**config.mk**
```make
export PLATFORM = sky130hd
export DESIGN_NAME = snitch_regfile_wb
export DESIGN_NICKNAME = d
export VERILOG_FILES = /design/src/rtl/snitch_regfile_wb.sv
export SDC_FILE = /design/constraint.sdc
export NUM_CORES = 1
export LEC_CHECK = 0
export BUFFER_PORTS_ARGS = -buffer_cell sky130_fd_sc_hd__buf_2
export CORE_UTILIZATION = 45
export CTS_CLUSTER_DIAMETER = 100
export CTS_CLUSTER_SIZE = 30
export DETAILED_ROUTE_END_ITERATION = 10
export PLACE_DENSITY = 0.73
export SYNTH_ARGS = -nofsm -noshare
export SYNTH_HDL_FRONTEND = slang
export SYNTH_SLANG_ARGS = --single-unit
```
**constraint.sdc**
```tcl
create_clock -name clk_i -period 2.9 [get_ports clk_i]
set_clock_uncertainty 0.1 [all_clocks]
set_input_delay 0.145 -clock clk_i [delete_from_list [all_inputs] [get_ports clk_i]]
set_output_delay 0.145 -clock clk_i [all_outputs]
set_load 0.02 [all_outputs]
```
**src/rtl/snitch_regfile_wb.sv**
```systemverilog
// Write-back merge of ALU results and buffered load responses onto the regfile write port,
// with a pending-load scoreboard. Optional same-cycle load bypass: SNITCH_REGFILE_WB_BYPASS_EN.
module snitch_regfile_wb #(
    parameter int unsigned DataWidth   = 32,
    parameter int unsigned AddrWidth   = 5,
    parameter int unsigned FifoDepth   = 2,
    parameter int unsigned StarveLimit = 4,
    parameter int unsigned ZeroRegZero = 1,
    localparam int unsigned NumWords   = 2 ** AddrWidth
) (
    input  logic                 clk_i,
    input  logic                 rst_ni,
    input  logic                 alu_valid_i,
    input  logic [AddrWidth-1:0] alu_waddr_i,
    input  logic [DataWidth-1:0] alu_wdata_i,
    output logic                 alu_ready_o,
    input  logic                 lsu_valid_i,
    input  logic [AddrWidth-1:0] lsu_waddr_i,
    input  logic [DataWidth-1:0] lsu_wdata_i,
    output logic                 lsu_ready_o,
    input  logic                 ld_issue_i,
    input  logic [AddrWidth-1:0] ld_rd_i,
    output logic [NumWords-1:0]  pending_o,
    output logic [AddrWidth-1:0] waddr_o,
    output logic [DataWidth-1:0] wdata_o,
    output logic                 we_o
);

    localparam int unsigned PtrW = (FifoDepth > 1) ? $clog2(FifoDepth) : 1;
    localparam int unsigned CntW = $clog2(FifoDepth + 1);
    localparam int unsigned StW  = $clog2(StarveLimit + 1);

    typedef enum logic [1:0] {
        SrcIdle,
        SrcAlu,
        SrcFifo,
        SrcLsu
    } src_e;

    logic [AddrWidth-1:0] fifo_addr [FifoDepth];
    logic [DataWidth-1:0] fifo_data [FifoDepth];
    logic [PtrW-1:0]      rd_ptr;
    logic [PtrW-1:0]      wr_ptr;
    logic [CntW-1:0]      count;
    logic [StW-1:0]       starve_cnt;
    logic [NumWords-1:0]  pending;
    logic [NumWords-1:0]  pending_d;

    logic                 fifo_empty;
    logic                 fifo_full;
    logic                 force_head;
    logic                 bypass;
    logic                 push;
    logic                 pop;
    src_e                 sel;
    logic [AddrWidth-1:0] sel_addr;
    logic [DataWidth-1:0] sel_data;

    function automatic logic [PtrW-1:0] ptr_inc(input logic [PtrW-1:0] p);
        return (p == PtrW'(FifoDepth - 1)) ? '0 : p + 1'b1;
    endfunction

    assign fifo_empty = (count == '0);
    assign fifo_full  = (count == CntW'(FifoDepth));
    assign force_head = !fifo_empty && ((starve_cnt == StW'(StarveLimit)) || fifo_full);

`ifdef SNITCH_REGFILE_WB_BYPASS_EN
    assign bypass = fifo_empty && !alu_valid_i && lsu_valid_i;
`else
    assign bypass = 1'b0;
`endif

    always_comb begin
        sel = SrcIdle;
        if (force_head) begin
            sel = SrcFifo;
        end else if (alu_valid_i) begin
            sel = SrcAlu;
        end else if (!fifo_empty) begin
            sel = SrcFifo;
        end else if (bypass) begin
            sel = SrcLsu;
        end
    end

    always_comb begin
        sel_addr = '0;
        sel_data = '0;
        case (sel)
            SrcAlu: begin
                sel_addr = alu_waddr_i;
                sel_data = alu_wdata_i;
            end
            SrcFifo: begin
                sel_addr = fifo_addr[rd_ptr];
                sel_data = fifo_data[rd_ptr];
            end
            SrcLsu: begin
                sel_addr = lsu_waddr_i;
                sel_data = lsu_wdata_i;
            end
            default: begin
                sel_addr = '0;
                sel_data = '0;
            end
        endcase
    end

    // x0 writes still complete their handshake; only the enable is suppressed.
    assign waddr_o     = sel_addr;
    assign wdata_o     = sel_data;
    assign we_o        = rst_ni && (sel != SrcIdle) && !((ZeroRegZero != 0) && (sel_addr == '0));
    assign alu_ready_o = !force_head;
    assign lsu_ready_o = !fifo_full;

    assign pop  = (sel == SrcFifo);
    assign push = lsu_valid_i && lsu_ready_o && !bypass;

    always_ff @(posedge clk_i) begin
        if (push) begin
            fifo_addr[wr_ptr] <= lsu_waddr_i;
            fifo_data[wr_ptr] <= lsu_wdata_i;
        end
    end

    always_ff @(posedge clk_i or negedge rst_ni) begin
        if (!rst_ni) begin
            rd_ptr <= '0;
            wr_ptr <= '0;
            count  <= '0;
        end else begin
            if (push) begin
                wr_ptr <= ptr_inc(wr_ptr);
            end
            if (pop) begin
                rd_ptr <= ptr_inc(rd_ptr);
            end
            case ({push, pop})
                2'b10:   count <= count + 1'b1;
                2'b01:   count <= count - 1'b1;
                default: count <= count;
            endcase
        end
    end

    // Counts how long a waiting load has been passed over by the ALU.
    always_ff @(posedge clk_i or negedge rst_ni) begin
        if (!rst_ni) begin
            starve_cnt <= '0;
        end else if (pop || fifo_empty) begin
            starve_cnt <= '0;
        end else if ((sel == SrcAlu) && (starve_cnt != StW'(StarveLimit))) begin
            starve_cnt <= starve_cnt + 1'b1;
        end
    end

    // A new issue overrides a write-back clearing the same register.
    always_comb begin
        pending_d = pending;
        if (pop || (sel == SrcLsu)) begin
            pending_d[sel_addr] = 1'b0;
        end
        if (ld_issue_i && !((ZeroRegZero != 0) && (ld_rd_i == '0))) begin
            pending_d[ld_rd_i] = 1'b1;
        end
    end

    always_ff @(posedge clk_i or negedge rst_ni) begin
        if (!rst_ni) begin
            pending <= '0;
        end else begin
            pending <= pending_d;
        end
    end

    assign pending_o = pending;

endmodule
```
-- Yosys cells after proc, flatten, opt, wreduce, memory -nomap -nowiden
Memory sizes are Yosys's and may differ from the RTL's.
Index checks and enable logic that the tools add are counted.
W data, S select, Z words.
- flip-flop bits (word level): 39
- bits in writable memories: 74
- input port bits: 84
- output and inout port bits: 72
- word-level logic and storage cells: 67
- memories kept: 2
- memory list (name ; depth ; width ; read ports ; clocked after memory_dff ; write ports ; line ; source):
    fifo_data ; 2 ; 32 ; 1 ; 0 ; 1 ; 41 ; logic [DataWidth-1:0] fifo_data [FifoDepth];
    fifo_addr ; 2 ; 5 ; 1 ; 0 ; 1 ; 40 ; logic [AddrWidth-1:0] fifo_addr [FifoDepth];
- add/subtract/negate cells: 5
- magnitude comparators: 4
- equality and inequality tests: 8
- muxes and demuxes: 18
- bitwise operators: 3
- reduce and logical (&&, ||, !) cells: 22
- operator list (cell ; count):
    $pmux W32 S3 ; 1
    $mux W32 ; 2
    $and A32 B32 Y32 ; 1
    $not A32 Y32 ; 1
    $or A32 B32 Y32 ; 1
    $pmux W5 S3 ; 1
    $lt A5 B6 Y1 const B ; 2
    $demux W1 S5 ; 2
    $ge A5 B1 Y1 const B ; 2
    $logic_not A5 Y1 ; 2
    $eq A2 B2 Y1 const B ; 4
    $logic_and A1 B1 Y1 ; 8
    $mux W1 ; 6
    $mux W2 ; 3
    $mux W3 ; 2
    $reduce_bool A2 Y1 ; 3
    $logic_not A1 Y1 ; 5
    $eq A2 B1 Y1 const B ; 2
    $pmux W2 S2 ; 1
    $add A3 B1 Y3 const B ; 1
    $eq A3 B3 Y1 const B ; 1
    $logic_or A1 B1 Y1 ; 3
    $ne A3 B3 Y1 const B ; 1
    $add A1 B1 Y1 const B ; 2
    other kinds (3) ; 3

-- Longest topological paths before layout
Gate-level depths: netlist of the first run.
- word-level depth: 15
- mapped depth: 10
- mapped depth without buffers: 9

-- Worst setup path after synthesis of the first run
No wires, ideal clock.
- kind: register to register
- start point: register count[0]
- end point: memory fifo_addr[0][0], enable pin
- setup time: 0.431 ns
- arrival: 2.352 ns
- data required time: 2.369 ns
- path slack: 0.016 ns
- cell stages (with the launch flop): 6
- path buffers: 2
- clock period less this slack: 2.884 ns
- path through: dfrtp_1 buf_6 nand2b_4 buf_6 nand2_1 nor2_1
- cells in the longest elaborated chain, start to end: 5
- ends and longest elaborated chain (what ; line ; source):
    start: declaration ; 44 ; logic [CntW-1:0] count;
    start signal: assignment ; 139 ; 2'b10: count <= count + 1'b1;
    start signal: assignment ; 140 ; 2'b01: count <= count - 1'b1;
    start signal: assignment ; 141 ; default: count <= count;
    $eq A2 B2 Y1 ; 64 ; assign fifo_full = (count == CntW'(FifoDepth));
    $logic_not A1 Y1 ; 114 ; assign lsu_ready_o = !fifo_full;
    via lsu_ready_o ; 20 ; output logic lsu_ready_o,
    $logic_and A1 B1 Y1 ; 117 ; assign push = lsu_valid_i && lsu_ready_o && !bypass;
    $mux W1 ; 120 ; if (push) begin
    $mux W1 (implied by the code) ; 121 ; fifo_addr[wr_ptr] <= lsu_waddr_i;
    end: declaration ; 40 ;
The timed path passes the listed nets, and every way through them passes these cells.

-- Worst setup path after layout of the first run
- start point: register rd_ptr
- end point: output port we_o
- cells in the longest elaborated chain, start to end: 5
- ends and longest elaborated chain (what ; line ; source):
    start: declaration ; 42 ; logic [PtrW-1:0] rd_ptr;
    start signal: assignment ; 136 ; rd_ptr <= ptr_inc(rd_ptr);
    $mem_v2 Z2 W5 ; - ;
    $pmux W5 S3 ; 89 ; case (sel)
    $logic_not A5 Y1 ; 112 ; assign we_o = rst_ni && (sel != SrcIdle) && !((ZeroRegZero != 0) && (sel_addr == '0));
    $logic_not A1 Y1 ; 112 ;
    $logic_and A1 B1 Y1 ; 112 ;
    end: declaration ; 26 ; output logic we_o
No other way between the ends.

==> results.cfg, run 1 <==
[status]
run_status = finished, final reports clean

[clocking]
cts_tree = yes
cts_buffer_depth = 2
clockRootBuffer = clkbuf_16
cts_setup_buffers = 0
cts_sinks = 113
clock_latency_ns = 0.40
htree_levels = 4
clk_pin_slew_ns = 0.05
cts_inserted_buffers = 17

[pwr]
switching_share_pct = 38.0
power_switching_mw = 2.80
internal_power_mw = 4.56
clkPwrFrac_pct = 28.1
ir_worst_vdd_uv = 603
power_density_nw_per_um2 = 1060
p_seq_share_pct = 33.5
power_mw = 7.36
combinationalPowerShare_pct = 38.4
p_leak_nw = 2.96

[sta]
rsz0062_at_grt = false
finalSetupViolCount = 0
drv_slew = 0
hold_viol = 0
tightest_slew_ns = 0.504
tns_ns = 0
relSlewSlack_pct = 66.4
period_needed_ns = 2.69
setup_slack_ns = 0.206
fin_crit_sh_pct = 92.9
fmax_mhz = 371

[drt]
drc_errors = 0
ant_nets = 0
routed_wl_mm = 12.5
vias = 4050
drtIter0Drc = 257
wl_per_cell_microns = 16.5
dr.pass1.iters = 5
viasPerCell = 5.33

[global_routing]
antenna_found_initial = 0
overflow = 0
track_usage_pct = 22.3
grt_pass1_vias = 3977
grt_first_pass_wirelength_mm = 19.5
grt_max_degree = 41

[final_layout]
drive_gt1_share_pct = 33.5
stdcell_count = 760
diodes = 0
final_core_util_pct = 63.5
syn2layout_area_growth_pct = 36.7
fin_nets = 694
fillCellCount = 858

[floorplan]
die_x_microns = 108
num_io_pins = 156
dieHeight_microns = 108
rows = 38
die_area_sq_um = 11700
start_util_pct = 46.4
coreArea_sq_um = 10900

[logic_synthesis]
synth_area_sq_um = 5070
synthTopCellsByArea = edfxtp_1 (44%), dfrtp_1 (19%), mux2i_1 (7.5%)
synthFlopType = edfxtp_1
synth_enable_flop_cells = 74
synth.distinct_cells = 56
syn_nets = 494
yosys_warnings = 0
yosysMostFrequentCell = edfxtp_1
ys_seq_area_share_pct = 63.0
synth_cells = 407
yosysTopAreaCell = edfxtp_1
synth.avg_cell_area_sq_um = 12.5
synth_commonest_cells = edfxtp_1 (74), o21ai_0 (64), nand2_1 (40), dfrtp_1 (39), mux2i_1 (38)
ys_ff_latch = 113
synth_top_area_share_pct = 43.8
synthArstFlopShare_pct = 34.5

[worst_setup_path]
worstSetupPathType = flip-flop to output pin
cp_max_fo = 26
crit_arrival_ns = 2.45
start_kind = flip-flop
cp-end-kind = output pin
worstPathRequired_ns = 2.65

[worst_hold_path]
min_path_type = primary input to flip-flop

[run]
cap_violations = 0

[placed_design]
numPortBuffers = 155
place_inst = 689
place.detailed.hpwl_mm = 8.28
place.gp.congestion = 0.852
place_ws_ns = 0.470
## power groups by stage
stage	registers (mW)	clock network [mW]	logic (mW)
after floorplan	2.56	0	1.85
after global routing	2.51	2.18	3.06
after global placement	2.47	0	2.72
after detailed placement	2.49	0	2.77
after CTS	2.46	2.09	2.82
final	2.47	2.07	2.83
## final cells by class
class / instances / area (sq um) / share of cell area, %
Sequential cell: 113 / 3200 / 46.1
Tap cell: 140 / 175 / 2.52
Inverter: 16 / 60.1 / 0.865
Timing Repair Buffer: 200 / 1210 / 17.5
Multi-Input combinational cell: 259 / 1700 / 24.5
Clock buffer: 18 / 429 / 6.18
Clock inverter: 14 / 165 / 2.38
## flip-flops by register name, indices dropped and copies added (netlist names)
| signal | count |
|---|---|
| fifo_data | 64 |
| pending_o | 32 |
| fifo_addr | 10 |
| starve_cnt | 3 |
| count | 2 |
| rd_ptr | 1 |
| wr_ptr | 1 |
## per-stage QoR
step / area, sq um / hold WS, ns
floorplan: 5070 / -0.251
global placement: 5950 / 0.170
detailed placement: 5950 / 0.165
CTS: 6940 / 0.0204
global route: 6940 / 0.0421
finish: 6940 / 0.0279
## path summary, 6_finish.rpt
path,startpoint,to,slack [ns],depth (start not counted)
setup / recovery,rd_ptr$_DFFE_PN0P_,we_o,0.21,5
hold / removal,lsu_valid_i,wr_ptr$_DFFE_PN0P_,0.03,3
setup reg to reg,starve_cnt[0]$_DFFE_PN0P_,pending_o[21]$_DFF_PN0_,0.55,7
hold reg to reg,pending_o[14]$_DFF_PN0_,pending_o[14]$_DFF_PN0_,0.40,1
max in group asynchronous,rst_ni,rd_ptr$_DFFE_PN0P_,2.05,3
min in group asynchronous,rst_ni,pending_o[1]$_DFF_PN0_,0.27,3
## what timing repair did
| item | CTS | global route |
|---|---|---|
| hold endpoints to repair | 114 | 0 |
| endpoints found under the setup margin | 0 | 1 |
| resized for setup | 0 | 1 |
| hold buffers | 39 | 0 |
## logic make-up (layout without fill, tap and decap cells)
| group | count (synthesis) | count (layout) | share of synthesized area (%) |
|---|---|---|---|
| AOI/OAI and AO/OA | 121 | 121 | 14.9 |
| xor gates and xnor gates | 5 | 5 | 0.863 |
| adders and majority gates | 3 | 3 | 0.740 |
| buffers and inverters | 35 | 248 | 3.72 |
| DFF | 113 | 113 | 63.0 |
| muxes | 39 | 39 | 7.72 |
| and+or+nand+nor | 91 | 91 | 9.07 |
## layout by cell type (no fill, tap or decap), types with 3 or more instances in the layout
cell,synthesis,routed
buf_2,4,155
edfxtp_1,74,74
o21ai_0,64,64
nand2_1,40,40
dlygate4sd3_1,0,39
mux2i_1,38,38
dfrtp_1,39,38
nor2_1,18,17
clkbuf_16,0,17
inv_1,15,15
a21oi_1,9,9
o21ai_1,9,9
o31ai_1,8,8
a21o_1,7,7
nand3b_1,6,6
buf_4,0,6
o2bb2ai_1,4,4
xnor2_1,4,4
nand3_1,3,3
a211oi_1,3,3
or3_1,3,3
ha_1,3,3
clkinvlp_4,0,3
clkinv_4,0,3
bufinv_16,0,3
## metal layers
| layer | GRT usage (%) | wire length (microns) | up-vias |
|---|---|---|---|
| met5 | 0 | 0 | - |
| met4 | 9.20 | 146 | 0 |
| met3 | 5.79 | 798 | 16 |
| met2 | 39.1 | 6430 | 162 |
| met1 | 25.8 | 5130 | 1952 |
| li1 | - | - | 1920 |
## worst max-delay path, cell delays in order, from the launching register on
cell and delay, ns:
dfrtp_4 0.66, mux2i_1 0.43, o21ai_0 0.16, a22o_1 0.31
o311a_1 0.32, buf_2 0.16
Note: power is estimated with default switching activity, not from simulation.
==> run 2, diff against run 1 <==
--- a/config.mk
+++ b/config.mk
@@ -10,7 +10,7 @@
 export CTS_CLUSTER_DIAMETER = 100
 export CTS_CLUSTER_SIZE = 30
 export DETAILED_ROUTE_END_ITERATION = 10
-export PLACE_DENSITY = 0.73
+export PLACE_DENSITY_LB_ADDON = 0.2
 export SYNTH_ARGS = -nofsm -noshare
 export SYNTH_HDL_FRONTEND = slang
 export SYNTH_SLANG_ARGS = --single-unit
==> results.cfg, run 2 (same netlist as run 1, synthesis figures left out) <==
[status]
run_status = finished, final reports clean

[drt]
ant_nets = 0
drtIter0Drc = 225
drc_errors = 0
wl_per_cell_microns = 15.7
vias = 3933
dr.pass1.iters = 4
routed_wl_mm = 11.9
viasPerCell = 5.18

[sta]
relSlewSlack_pct = 60.1
fmax_mhz = 374
fin_crit_sh_pct = 92.2
hold_viol = 0
setup_slack_ns = 0.226
rsz0062_at_grt = false
drv_slew = 0
finalSetupViolCount = 0
period_needed_ns = 2.67
tightest_slew_ns = 0.595
tns_ns = 0

[clocking]
clockRootBuffer = clkbuf_16
cts_setup_buffers = 0
cts_buffer_depth = 2
htree_levels = 4
clk_pin_slew_ns = 0.06
cts_sinks = 113
clock_latency_ns = 0.41
cts_inserted_buffers = 17
cts_tree = yes

[final_layout]
fillCellCount = 890
fin_nets = 693
design_area_sq_um = 6900
diodes = 0
final_cell_mix = buf_2 (155), edfxtp_1 (74), o21ai_0 (64)
regMostFlops = fifo_data
final_common_cell = buf_2
drive_gt1_share_pct = 34.2
stdcell_count = 759
syn2layout_area_growth_pct = 35.9
largest_register_ffs = 64

[floorplan]
die_x_microns = 108
die_area_sq_um = 11700
start_util_pct = 46.4
rows = 38
dieHeight_microns = 108
num_io_pins = 156
coreArea_sq_um = 10900

[pwr]
p_leak_nw = 2.95
ir_worst_vdd_uv = 598
power_density_nw_per_um2 = 1050

[placed_design]
placed_cell_area_sq_um = 5950
place_inst = 689
place.gp.congestion = 0.845
place.detailed.hpwl_mm = 7.99
place_ws_ns = 0.611
numPortBuffers = 155

[worst_setup_path]
worstPathRequired_ns = 2.65
cp-end-kind = output pin
path_delay_family = compound AO/OA/AOI/OAI gates
worst_path_max_delay_cell = dfrtp_2
start_kind = flip-flop
crit_arrival_ns = 2.43
max_stage_delay_ns = 0.64
cp_max_fo = 20
cp_cell_sequence = mux2i_1 > o21ai_0 > a22o_1 > o311a_1 > buf_2
crit_buf_inv = 1
worstSetupPathType = flip-flop to output pin

[global_routing]
grt_max_degree = 41
grt_first_pass_wirelength_mm = 18.9
grt_pass1_vias = 3766
antenna_found_initial = 0
track_usage_pct = 21.5
overflow = 0

[worst_hold_path]
min_path_type = primary input to flip-flop

[run]
cap_violations = 0
-- run 2: cell types whose count changed in the layout (fill, tap and decap cells not counted), moves of 2 or more --
cell       change
inv_8          +5
inv_6          +4
bufinv_16      -3
clkinv_1       -2
clkinv_2       -2
-- run 2: cell type report --
type	instances	area [sq um]	area share, %
Sequential cell	113	3200	46.4
Multi-Input combinational cell	259	1700	24.6
Timing Repair Buffer	199	1200	17.4
Clock buffer	17	425	6.17
Tap cell	140	175	2.54
Clock inverter	15	140	2.03
Inverter	16	60.1	0.871
-- run 2: where the power goes --
group	switching (mW)	internal (mW)	leakage (nW)	total, mW
Clock	0.826	1.13	0.271	1.96
Combinational	1.82	1.02	1.55	2.83
Sequential	0.245	2.19	1.13	2.44
Total	2.89	4.35	2.95	7.23
-- run 2: metal layers --
| layer | up-vias | part of all wire, % | track usage, % |
|---|---|---|---|
| met1 | 1867 | 44 | 27.6 |
| met5 | - | 0 | 0 |
| met3 | 18 | 5.4 | 4.64 |
| met4 | 0 | 1.5 | 8.41 |
| li1 | 1919 | - | - |
| met2 | 129 | 49 | 35.5 |
-- run 2: what timing repair did --
| action | in CTS | in global routing |
|---|---|---|
| endpoints found under the setup margin | 0 | 1 |
| hold buffers | 38 | 0 |
| hold endpoints to repair | 113 | 0 |
| gates resized for setup | 0 | 1 |
-- run 2: worst register-to-register path: cells and delay by family, from the launching register on --
family / cells / cell delay [ns]
and+or+nand+nor: 2 / 0.73
adders and majority gates: 1 / 0.21
buffers and inverters: 1 / 0.06
DFF: 1 / 0.35
AOI/OAI and AO/OA: 3 / 0.70
-- run 2: final timing paths --
path / start / endpoint / slack, ns / cells past startpoint
max: rd_ptr$_DFFE_PN0P_ / we_o / 0.23 / 5
min: lsu_valid_i / wr_ptr$_DFFE_PN0P_ / 0.03 / 3
max reg2reg: starve_cnt[0]$_DFFE_PN0P_ / pending_o[31]$_DFF_PN0_ / 0.61 / 7
min reg2reg: pending_o[0]$_DFF_PN0_ / pending_o[0]$_DFF_PN0_ / 0.38 / 1
max in group asynchronous: rst_ni / rd_ptr$_DFFE_PN0P_ / 2.10 / 3
min in group asynchronous: rst_ni / wr_ptr$_DFFE_PN0P_ / 0.22 / 3
-- run 2: per-stage QoR --
| stage | total power, mW | hold slack, ns | utilization [%] |
|---|---|---|---|
| floorplan | 4.41 | -0.251 | - |
| global placement | 5.21 | 0.129 | 54.4 |
| detailed placement | 5.27 | 0.137 | 54.4 |
| CTS | 7.29 | 0.0142 | 63.1 |
| global route | 7.64 | 0.0360 | 63.1 |
| finish | 7.23 | 0.0294 | 63.1 |
